`config.mk`:
```
export PLATFORM = sky130hd
export DESIGN_NAME = rv_regfile
export DESIGN_NICKNAME = d
export VERILOG_FILES = /design/src/rtl/rv32i_pkg.sv /design/src/rtl/regfile_read_port.sv /design/src/rtl/rv_regfile.sv
export SDC_FILE = /design/constraint.sdc
export NUM_CORES = 2
export LEC_CHECK = 0
export ABC_AREA = 1
export ABC_CLOCK_PERIOD_IN_PS = 3900
export CORE_MARGIN = 8
export CORE_UTILIZATION = 33
export DETAILED_ROUTE_END_ITERATION = 10
export DONT_BUFFER_PORTS = 1
export PLACE_DENSITY = 0.43
export SLEW_MARGIN = 20
export SYNTH_ARGS = -nofsm -noshare
export SYNTH_HDL_FRONTEND = slang
export SYNTH_SLANG_ARGS = --single-unit
```
`constraint.sdc`:
```
create_clock -name clk -period 3.9 [get_ports clk]
set_clock_uncertainty 0.05 [all_clocks]
set_input_delay 0.78 -clock clk [delete_from_list [all_inputs] [get_ports clk]]
set_output_delay 0.78 -clock clk [all_outputs]
set_load 0.01 [all_outputs]
```
`src/rtl/rv32i_pkg.sv`:
```
// rv32i_pkg: shared RV32I widths, index/data types and the debug read FSM state.
package rv32i_pkg;
  localparam int XLEN_DEF = 32;
  localparam int NREGS_DEF = 32;
  typedef logic [4:0] reg_idx_t;
  typedef logic [XLEN_DEF-1:0] xlen_t;
  typedef enum logic {DBG_IDLE, DBG_BUSY} dbg_state_t;
endpackage

```
`src/rtl/regfile_read_port.sv`:
```
// regfile_read_port: one index-to-data mux with x0 zero check and optional same-cycle write forwarding.
module regfile_read_port #(
  parameter int XLEN = 32,
  parameter int NREGS = 32,
  parameter bit FWD = 1'b0,
  localparam int AW = $clog2(NREGS)
) (
  input  logic [NREGS*XLEN-1:0] regs,
  input  logic [AW-1:0]         raddr,
  input  logic                  we,
  input  logic [AW-1:0]         waddr,
  input  logic [XLEN-1:0]       wdata,
  output logic [XLEN-1:0]       rdata
);
  logic hit;
  always_comb begin
    hit = FWD && we && waddr != '0 && waddr == raddr;
    rdata = (raddr == '0) ? '0 : hit ? wdata : regs[int'(raddr)*XLEN +: XLEN];
  end
endmodule

```
`src/rtl/rv_regfile.sv`:
```
// rv_regfile: NREGS x XLEN register file, NRP combinational read ports, x0 hardwired, registered debug read.
// Define REGFILE_BYPASS_EN to forward a same-cycle write to the read ports.
module rv_regfile
  import rv32i_pkg::*;
#(
  parameter int XLEN = XLEN_DEF,
  parameter int NREGS = NREGS_DEF,
  parameter int NRP = 2,
  localparam int AW = $clog2(NREGS)
) (
  input  logic                clk,
  input  logic                rst,
  input  logic [NRP*AW-1:0]   raddr,
  output logic [NRP*XLEN-1:0] rdata,
  input  logic                we,
  input  logic [AW-1:0]       waddr,
  input  logic [XLEN-1:0]     wdata,
  input  logic                dbg_req,
  input  logic [AW-1:0]       dbg_addr,
  output logic                dbg_ack,
  output logic [XLEN-1:0]     dbg_data
);
`ifdef REGFILE_BYPASS_EN
  localparam bit FWD = 1'b1;
`else
  localparam bit FWD = 1'b0;
`endif
  logic [XLEN-1:0] regs_q [1:NREGS-1];
  logic [XLEN-1:0] regs_d [1:NREGS-1];
  logic [NREGS*XLEN-1:0] regs_flat;
  logic wr_en;
  logic dbg_start;
  logic [XLEN-1:0] dbg_rd;
  dbg_state_t dbg_state_q, dbg_state_d;
  logic [XLEN-1:0] dbg_data_q, dbg_data_d;
  assign wr_en = we & ~rst;
  always_comb begin
    regs_flat[XLEN-1:0] = '0;
    for (int i = 1; i < NREGS; i++) begin
      regs_d[i] = (wr_en && waddr == AW'(i)) ? wdata : regs_q[i];
      regs_flat[i*XLEN +: XLEN] = regs_q[i];
    end
  end
  for (genvar p = 0; p < NRP; p++) begin : g_rp
    regfile_read_port #(.XLEN(XLEN), .NREGS(NREGS), .FWD(FWD)) u_rp (
      .regs(regs_flat), .raddr(raddr[p*AW +: AW]), .we(wr_en), .waddr(waddr),
      .wdata(wdata), .rdata(rdata[p*XLEN +: XLEN])
    );
  end
  // Debug capture always sees a write committing on the same edge.
  regfile_read_port #(.XLEN(XLEN), .NREGS(NREGS), .FWD(1'b1)) u_dbg_rp (
    .regs(regs_flat), .raddr(dbg_addr), .we(wr_en), .waddr(waddr),
    .wdata(wdata), .rdata(dbg_rd)
  );
  always_comb begin
    dbg_start = dbg_state_q == DBG_IDLE && dbg_req;
    dbg_state_d = dbg_start ? DBG_BUSY : DBG_IDLE;
    dbg_data_d = dbg_start ? dbg_rd : dbg_data_q;
  end
  always_ff @(posedge clk) begin
    if (rst) begin
      dbg_state_q <= DBG_IDLE;
      dbg_data_q <= '0;
      for (int i = 1; i < NREGS; i++) regs_q[i] <= '0;
    end else begin
      dbg_state_q <= dbg_state_d;
      dbg_data_q <= dbg_data_d;
      regs_q <= regs_d;
    end
  end
  assign dbg_ack = dbg_state_q == DBG_BUSY;
  assign dbg_data = dbg_data_q;
endmodule

```
==> out/qor.yml <==
yosys:
  yosys.cell_types.count: 39
  synth_cells: 9853
  synth_nets: 9909
  ys_seq_elements: 1025
  yosysWarnings: 0
  mappedNetlistArea_sq_um: 61400
  syn_avg_cell_area_sq_um: 6.23
  yosysSeqAreaShare_pct: 33.4
  ys.flop_type: "dfxtp_1"
  synth_edf_count: 0
  async_flop_share_pct: 0
sta:
  worst_slew_pin_slew_ps: 2950
  rsz0062_at_grt: "no"
  finalCritPeriodShare_pct: 130
  layout_setup_ws_ps: -1190
  period_needed_ps: 5090
  whs_ps: 65.5
  hold_viol_final: 0
  max_freq_mhz: 197
  setup_viol: 31
  drv_slew: 417
  max-slew-margin-rel_pct: -96.7
floorplan:
  die_h_um: 447
  coreArea_sq_um: 185000
  rows: 158
  dieWidth_um: 447
  start_util_pct: 33.2
  io_pins: 153
  dieArea_sq_um: 200000
clock_network:
  numClockSinks: 1025
  h-tree-depth: 4
  cts_buffers: 134
  clock-root-buffer: "clkbuf_16"
  cts.clk_slew.worst_paths_ps: 60
  cts_buffer_depth: 3
  worstSkewPairLatency_ps: 810
  cts_tree: "built"
cells_and_area:
  layout_commonest_cell: "nand2_1"
  drive_gt1_share_pct: 6.17
  multi_input_area_sq_um: 34500
  post-route-util_pct: 36.9
  register_area_sq_um: 20500
  final_nets: 9380
  final_cell_mix: "nand2_1 (2014), o21ai_0 (1835), a21oi_1 (1565)"
  n_fill_cell: 20000
  syn_to_final_growth_pct: 11.2
  layout.cells.non_filler: 11900
setup_path:
  end_kind: "output port"
  critPathArrivalTime_ps: 4260
  required_ps: 3070
  crit_type: "in2out"
  reg2reg_depth: 7
  rr_endpoint: "dbg_data[24]"
  cp-startpoint: "raddr[0]"
  crit_fanout: 733
  r2r_slack_ps: 1820
  critical_path.startpoint_type: "input pin"
  r2r_start: "dbg_ack"
  cp-endpoint: "rdata[15]"
drt:
  drtIter0Drc: 8267
  routed_wl_um: 342000
  vias: 70100
  antenna_left: 0
  dr.pass1.iters: 6
  remaining_drc_errors: 0
  viasPerCell: 5.89
  wl_per_cell_um: 28.8
placement:
  gp_congestion: 0.887
  dpl.hpwl_um: 191000
  port_buffers: 0
  place_inst: 11700
power_and_ir_drop:
  p_comb_share_pct: 12.1
  p_int_mw: 19.0
  irDropWorstVdd_mv: 0.347
  power.density_nw_per_um2: 391
  power.leakage_nw: 24.7
  power_mw: 26.7
  p_clk_share_pct: 48.0
  p_sw_mw: 7.67
  seq_power_share_pct: 39.9
  switching_share_pct: 28.7
global_routing:
  track_usage_pct: 32.6
  grt_pass1_vias: 64400
  grt_overflow: 0
  antenna_found_initial: 13
  grt_max_degree: 734
  grt_pass1_wl_um: 482000
run:
  max_cap_violations: 0
hold_path:
  holdPathStages: 2
  hp-class: "in2reg"
outcome:
  violations: "slew limit, setup timing"
  outcome: "finished, violations left"
-- metrics by stage --
stage	worst slack [ps]	TNS, ps	instance area (sq um)
after floorplan	997	0	61400
after global placement	155	0	63800
after detailed placement	193	0	63800
after CTS	178	0	68200
after global routing	31.1	0	68300
final	-1190	-16460	68300
-- area by class of cell --
class                           instances  share of cell area (%)
Tap cell                             2480                    4.55
Multi-Input combinational cell       7184                    50.5
Sequential cell                      1025                    30.1
Clock buffer                          190                    5.68
Timing Repair Buffer                  305                    4.64
Clock inverter                         44                   0.744
Timing Repair inverter                  1                  0.0165
Inverter                              673                    3.80
Antenna cell                            4                  0.0147
-- kinds of logic (layout without fill, tap and decap cells) --
kind of cell	count (synthesis)	in the layout	share of synthesized area (%)
buffers and inverters	1644	1213	10.9
other	0	4	0
AO/OA/AOI/OAI	3948	3948	34.2
XOR/XNOR	1	1	0.0143
AND/OR/NAND/NOR	3235	3235	21.5
flip-flops	1025	1025	33.4
-- sequential cells by signal, indices dropped and copies added, names as in the netlist --
signal,count
dbg_data,32
regs_flat,992
dbg_ack,1
-- how the worst min path moves through the flow --
stage / from / endpoint / slack [ps]
after floorplan: regs_flat[649] / regs_flat[649] / 400
after global placement: regs_flat[649] / regs_flat[649] / 410
after detailed placement: regs_flat[649] / regs_flat[649] / 410
after CTS: wdata[9] / regs_flat[809] / 20
after global routing: wdata[28] / regs_flat[156] / 50
final: wdata[28] / regs_flat[60] / 70
-- timing repair --
item                                    in CTS  in global routing
hold buffers                                 1                  0
endpoints found under the hold margin       33                  0
endpoints found under the setup margin       0                  6
buffers inserted                             0                  3
resized for setup                            0                  4
-- synthesized netlist by cell type (2+ instances only) --
library cell	number	area, sq um
buf_6	3	33.8
o221ai_1	7	61.3
buf_2	295	1480
o21ai_0	1835	9180
a22o_1	2	17.5
a31oi_1	33	206
nor2_4	8	90.1
inv_2	10	37.5
a32o_1	3	30.0
o21a_1	4	30.0
clkbuf_1	556	2090
clkinv_1	7	26.3
buf_1	91	342
nand2_1	2015	7560
o211ai_1	345	2590
inv_1	656	2460
nor3_1	14	70.1
buf_4	26	195
nand2_2	2	12.5
o21ai_1	47	235
a21oi_1	1565	7830
a32oi_1	22	193
o2bb2ai_1	2	17.5
nor2_2	4	25.0
o31ai_1	24	180
a211oi_1	10	75.1
dfxtp_1	1025	20500
nor2_1	510	1910
o22ai_1	35	219
nand3_1	600	3000
nor4_1	3	18.8
nand4_1	78	488
o2111ai_1	10	87.6
-- critical path, cell delays in order --
cell     delay [ps]
o21ai_0        1120
nand3_1         150
nand3_1         180
nand2_1         160
o31ai_1         110
a31oi_1          90
buf_4           180
buf_4           140
-- per-layer routing --
| layer | track usage, % | routed length (um) |
|---|---|---|
| met1 | 42.7 | 143000 |
| met2 | 50.3 | 148000 |
| met3 | 5.56 | 28700 |
| met5 | 0 | 55 |
| met4 | 19.2 | 22800 |
-- power by group through the flow --
stage / Sequential (mW) / Clock, mW / Combinational [mW]
2_1_floorplan: 10.9 / 0 / 2.12
3_5_place_dp: 10.9 / 0 / 3.14
3_3_place_gp: 10.9 / 0 / 3.13
4_1_cts: 10.7 / 13.0 / 3.15
6_report: 10.7 / 12.8 / 3.22
5_1_grt: 10.7 / 13.4 / 3.40
Note: power is estimated with default switching activity, not from simulation.
